File: src/rtl/gpio_bank.sv
// GPIO bank: bus-mapped data/direction registers, pad input synchronisers,
// per-pin edge detection with sticky W1C status and a level interrupt.
module gpio_bank #(
  parameter int WIDTH       = 16,
  parameter int SYNC_STAGES = 2
) (
  input  logic             clk,
  input  logic             rst,
  input  logic             bus_we,
  input  logic             bus_re,
  input  logic [2:0]       bus_addr,
  input  logic [WIDTH-1:0] bus_wdata,
  output logic [WIDTH-1:0] bus_rdata,
  output logic             bus_rvalid,
  input  logic [WIDTH-1:0] pad_in,
  output logic [WIDTH-1:0] pad_out,
  output logic [WIDTH-1:0] pad_oe,
  output logic             irq
);

  typedef enum logic [2:0] {
    A_DATA_OUT   = 3'd0,
    A_DIR        = 3'd1,
    A_DATA_IN    = 3'd2,
    A_IRQ_EN     = 3'd3,
    A_EDGE_SEL   = 3'd4,
    A_IRQ_STATUS = 3'd5,
    A_SET        = 3'd6,
    A_CLR        = 3'd7
  } addr_e;

  localparam int CW = $clog2(SYNC_STAGES + 2);
  localparam logic [CW-1:0] WARM_MAX = CW'(SYNC_STAGES + 1);

  addr_e addr;
  logic [WIDTH-1:0] data_out, dir, irq_en, edge_sel, irq_status;
  logic [WIDTH-1:0] prev, data_in, evt, w1c, rd_mux;
  logic [SYNC_STAGES-1:0][WIDTH-1:0] sync;
  logic [CW-1:0] warm_cnt;
  logic armed;

  assign addr    = addr_e'(bus_addr);
  assign data_in = sync[SYNC_STAGES-1];
  assign armed   = (warm_cnt == WARM_MAX);
  assign pad_out = data_out;
  assign pad_oe  = dir;
  assign irq     = |(irq_status & irq_en);

  // Detection stays masked until the synchroniser and prev hold real pad
  // levels, so pins already high at reset release do not look like edges.
  always_comb begin
    evt = '0;
    if (armed)
      evt = (data_in & ~prev & edge_sel) | (~data_in & prev & ~edge_sel);
  end

  always_comb begin
    w1c = '0;
    if (bus_we && addr == A_IRQ_STATUS)
      w1c = bus_wdata;
  end

  always_comb begin
    rd_mux = '0;
    case (addr)
      A_DATA_OUT:   rd_mux = data_out;
      A_DIR:        rd_mux = dir;
      A_DATA_IN:    rd_mux = data_in;
      A_IRQ_EN:     rd_mux = irq_en;
      A_EDGE_SEL:   rd_mux = edge_sel;
      A_IRQ_STATUS: rd_mux = irq_status;
      default:      rd_mux = '0;
    endcase
  end

  always_ff @(posedge clk or posedge rst) begin
    if (rst) begin
      sync     <= '0;
      prev     <= '0;
      warm_cnt <= '0;
    end else begin
      sync <= {sync[SYNC_STAGES-2:0], pad_in};
      prev <= data_in;
      if (!armed)
        warm_cnt <= warm_cnt + CW'(1);
    end
  end

  always_ff @(posedge clk or posedge rst) begin
    if (rst) begin
      data_out <= '0;
      dir      <= '0;
      irq_en   <= '0;
      edge_sel <= '1;
    end else if (bus_we) begin
      case (addr)
        A_DATA_OUT: data_out <= bus_wdata;
        A_DIR:      dir      <= bus_wdata;
        A_IRQ_EN:   irq_en   <= bus_wdata;
        A_EDGE_SEL: edge_sel <= bus_wdata;
        A_SET:      data_out <= data_out | bus_wdata;
        A_CLR:      data_out <= data_out & ~bus_wdata;
        default:    ;
      endcase
    end
  end

  // New events are OR-ed in after the clear, so a coincident event survives.
  always_ff @(posedge clk or posedge rst) begin
    if (rst)
      irq_status <= '0;
    else
      irq_status <= (irq_status & ~w1c) | evt;
  end

  always_ff @(posedge clk or posedge rst) begin
    if (rst) begin
      bus_rdata  <= '0;
      bus_rvalid <= 1'b0;
    end else begin
      bus_rvalid <= bus_re;
      if (bus_re)
        bus_rdata <= rd_mux;
    end
  end

endmodule

File: config.mk
export PLATFORM = sky130hd
export DESIGN_NAME = gpio_bank
export DESIGN_NICKNAME = d
export VERILOG_FILES = /design/src/rtl/gpio_bank.sv
export SDC_FILE = /design/constraint.sdc
export NUM_CORES = 1
export LEC_CHECK = 0
export ABC_AREA = 1
export CAP_MARGIN = 15
export CORE_ASPECT_RATIO = 2
export CORE_UTILIZATION = 40
export CTS_CLUSTER_DIAMETER = 80
export DETAILED_ROUTE_END_ITERATION = 10
export GPL_TIMING_DRIVEN = 1
export SLEW_MARGIN = 20
export SYNTH_ARGS = -nofsm -noshare
export SYNTH_HDL_FRONTEND = slang
export SYNTH_SLANG_ARGS = --single-unit
File: constraint.sdc
create_clock -name clk -period 6.12 [get_ports clk]
set_input_delay 0.918 -clock clk [delete_from_list [all_inputs] [get_ports clk]]
set_output_delay 0.918 -clock clk [all_outputs]
set_load 0.02 [all_outputs]
==> results_dict.tcl <==
set metrics [dict create \
    status "completed" \
    power.share.sequential 0.443 \
    fp-row-count 65 \
    finalCritPeriodShare 0.581 \
    finalCriticalPeriod_ns 3.56 \
    clockRootBuffer "clkbuf_16" \
    drtPass1Iterations 6 \
    routedWlPerCell_um 18.1 \
    slew_viol_final 0 \
    drtIter0Drc 449 \
    hold_buffers 0 \
    port-buffer-count 88 \
    routabilityCongestion 0.836 \
    initial_core_util 0.406 \
    cp_data_required_time_ns 6.42 \
    cts.reportedPaths.clkPinSlew_ns 0.06 \
    syn_nets 782 \
    ios 89 \
    num_antenna_cells 0 \
    critical_path.top_delay_family "buffers and inverters" \
    dp_slack_ns 1.97 \
    timing.critical_path.buf_inv 3 \
    fin_setup_tns_ns 0 \
    relSlewSlack 0.285 \
    internal_power_mw 1.93 \
    die_h_um 181 \
    power_density_nw_per_um2 342 \
    comb_power_share 0.179 \
    via_per_inst 5.46 \
    clock-skew-final_ns 0.00585 \
    final_area_um2 7980 \
    cts_tree "done" \
    arrival_ns 3.86 \
    clockBufferDepth 2 \
    setup_slack_ns 2.56 \
    power_switching_mw 0.800 \
    place_area_um2 7380 \
    syn_area_um2 6380 \
    grt_max_degree 104 \
    synthCells 742 \
    dp_hpwl_um 13100 \
    overflow 0 \
    seq_area_frac_synth 0.580 \
    avgSynthCellArea_um2 8.60 \
    cts_max_level 4 \
    area_growth_pct 25.1 \
    antenna_found_initial 0 \
    nets 855 \
    synth_warnings 0 \
    grt_use_total 0.240 \
    drtAntennaViolNets 0 \
    grt_pass1_wl_um 30100 \
    cap_viol_max_count 0 \
    holdCritPathClass "reg -> reg" \
    worstMarginPinSlew_ns 1.07 \
    hold_viol_final 0 \
    die_x_um 91.3 \
    clock-sinks 147 \
    critPathLaunchType "input port" \
    finish.utilization 0.508 \
    dp.cells 997 \
    cts_resized 0 \
    core-area_um2 15700 \
    layout-drive-gt1-share 0.0870 \
    ys_seq_elements 147 \
    clkPwrFrac 0.378 \
    cp_max_fo 52 \
    cts_inserted_buffers 17 \
    clk_latency_ns 0.42 \
    power_leakage_nw 3.79 \
    cp_slowest_cell "inv_2" \
    dieArea_um2 16500 \
    grt_pass1_vias 5519 \
    cp_slowest_stage_delay_ns 0.85 \
    post_cts_buffers 0 \
    crit_chain "clkdlybuf4s50_1, inv_2, nand4_1, buf_4, nand2_1, o21ai_1" \
    ys_types 23 \
    timing.fmax_mhz 281 \
    irDropWorstVdd_mv 0.232 \
    critical_path_class "in -> reg" \
    routed_wl_um 18600 \
    instances_no_fill 1029 \
    setup_viol 0 \
    switching_share 0.293 \
    rsz0062_at_grt "no" \
    end_kind "flip-flop" \
    route.vias.total 5618 \
    drc 0 \
]
[Yosys cell counts]
| library cell | count | area (um2) |
|---|---|---|
| nand4_1 | 44 | 275 |
| o21ai_1 | 83 | 415 |
| a21boi_2 | 1 | 11.3 |
| nand3_1 | 57 | 285 |
| inv_1 | 45 | 169 |
| nor2_2 | 1 | 6.26 |
| clkbuf_1 | 20 | 75.1 |
| buf_2 | 11 | 55.1 |
| nor2_4 | 1 | 11.3 |
| mux2_2 | 1 | 11.3 |
| xnor2_1 | 1 | 8.76 |
| buf_1 | 5 | 18.8 |
| inv_2 | 10 | 37.5 |
| ha_1 | 1 | 12.5 |
| dfstp_2 | 16 | 420 |
| a21oi_1 | 22 | 110 |
| nand2_1 | 222 | 833 |
| nor3_4 | 1 | 16.3 |
| buf_4 | 5 | 37.5 |
| nor2_1 | 31 | 116 |
| dfrtp_1 | 131 | 3280 |
| nand3_2 | 2 | 20.0 |
| o21ai_0 | 31 | 155 |
[flip-flops by register name, indices dropped and copies added (netlist names)]
signal / cells
edge_sel: 16
pad_oe: 16
irq_en: 16
warm_cnt: 2
prev: 16
data_in: 16
pad_out: 16
bus_rdata: 16
sync: 16
bus_rvalid: 1
irq_status: 16
[final timing paths]
| check | slack (ns) | startpoint | cells past startpoint | end |
|---|---|---|---|---|
| setup / recovery | 2.56 | bus_addr[2] | 6 | irq_en[0]$_DFFE_PP0P_ |
| hold / removal | 0.35 | sync[2]$_DFF_PP0_ | 0 | data_in[2]$_DFF_PP0_ |
| setup reg to reg | 4.49 | warm_cnt[0]$_DFFE_PP0N_ | 2 | warm_cnt[1]$_DFFE_PP0N_ |
| hold reg to reg | 0.35 | sync[2]$_DFF_PP0_ | 0 | data_in[2]$_DFF_PP0_ |
| max in group asynchronous | 3.92 | rst | 3 | pad_out[8]$_DFFE_PP0P_ |
| min in group asynchronous | 1.07 | rst | 2 | warm_cnt[1]$_DFFE_PP0N_ |
[layout by cell type (no fill, tap or decap)]
cell type / synthesis / layout
clkbuf_16: 0 / 17
a21boi_4: 0 / 1
xnor2_1: 1 / 1
clkinv_4: 0 / 4
clkinvlp_4: 0 / 3
o21ai_0: 31 / 31
nand3_2: 2 / 2
buf_4: 5 / 7
nand3_1: 57 / 57
nor2_4: 1 / 1
nor2_2: 1 / 1
inv_1: 45 / 44
a21oi_1: 22 / 22
nor3_4: 1 / 1
nand4_1: 44 / 44
inv_2: 10 / 10
clkbuf_1: 20 / 1
inv_6: 0 / 1
mux2_2: 1 / 1
dfstp_2: 16 / 16
ha_1: 1 / 1
clkinv_2: 0 / 3
clkdlybuf4s50_1: 0 / 88
clkbuf_8: 0 / 2
o21ai_1: 83 / 83
nand2_1: 222 / 222
dfrtp_1: 131 / 131
bufinv_16: 0 / 2
nor2_1: 31 / 31
[layer usage]
layer / GRT usage / part of all wire / up-vias / wire (um)
li1: - / - / 2600 / -
met1: 0.284 / 0.39 / 2714 / 7170
met2: 0.397 / 0.50 / 244 / 9370
met3: 0.0511 / 0.059 / 60 / 1110
met4: 0.148 / 0.052 / 0 / 977
met5: 0 / 0 / - / 0
[through the flow]
step / power, mW / hold WS (ns)
2_1_floorplan: 1.47 / 0.331
6_report: 2.73 / 0.346
4_1_cts: 2.75 / 0.349
5_1_grt: 2.85 / 0.356
3_3_place_gp: 1.70 / 0.332
3_5_place_dp: 1.72 / 0.336
[power groups by stage]
stage | clock, mW | combinational (mW) | sequential [mW]
2_1_floorplan | 0 | 0.210 | 1.26
6_report | 1.03 | 0.489 | 1.21
3_5_place_dp | 0 | 0.489 | 1.23
5_1_grt | 1.09 | 0.539 | 1.23
3_3_place_gp | 0 | 0.479 | 1.22
4_1_cts | 1.05 | 0.492 | 1.21
[logic make-up (layout without fill, tap and decap cells)]
| group | count (synthesis) | after routing | synth area share |
|---|---|---|---|
| AOI/OAI and AO/OA | 137 | 137 | 0.108 |
| adders and majority gates | 1 | 1 | 0.00196 |
| DFF | 147 | 147 | 0.580 |
| and+or+nand+nor | 359 | 359 | 0.245 |
| muxes | 1 | 1 | 0.00176 |
| xor gates and xnor gates | 1 | 1 | 0.00137 |
| buffers and inverters | 96 | 182 | 0.0616 |
[area by class of cell]
cell class                      instances  area (um2)
Fill cell                            1491        7720
Sequential cell                       147        3700
Multi-Input combinational cell        499        2300
Timing Repair Buffer                   95         933
Clock buffer                           20         457
Tap cell                              201         251
Inverter                               55         211
Clock inverter                         12         133
Power figures use the tool's default switching activity.
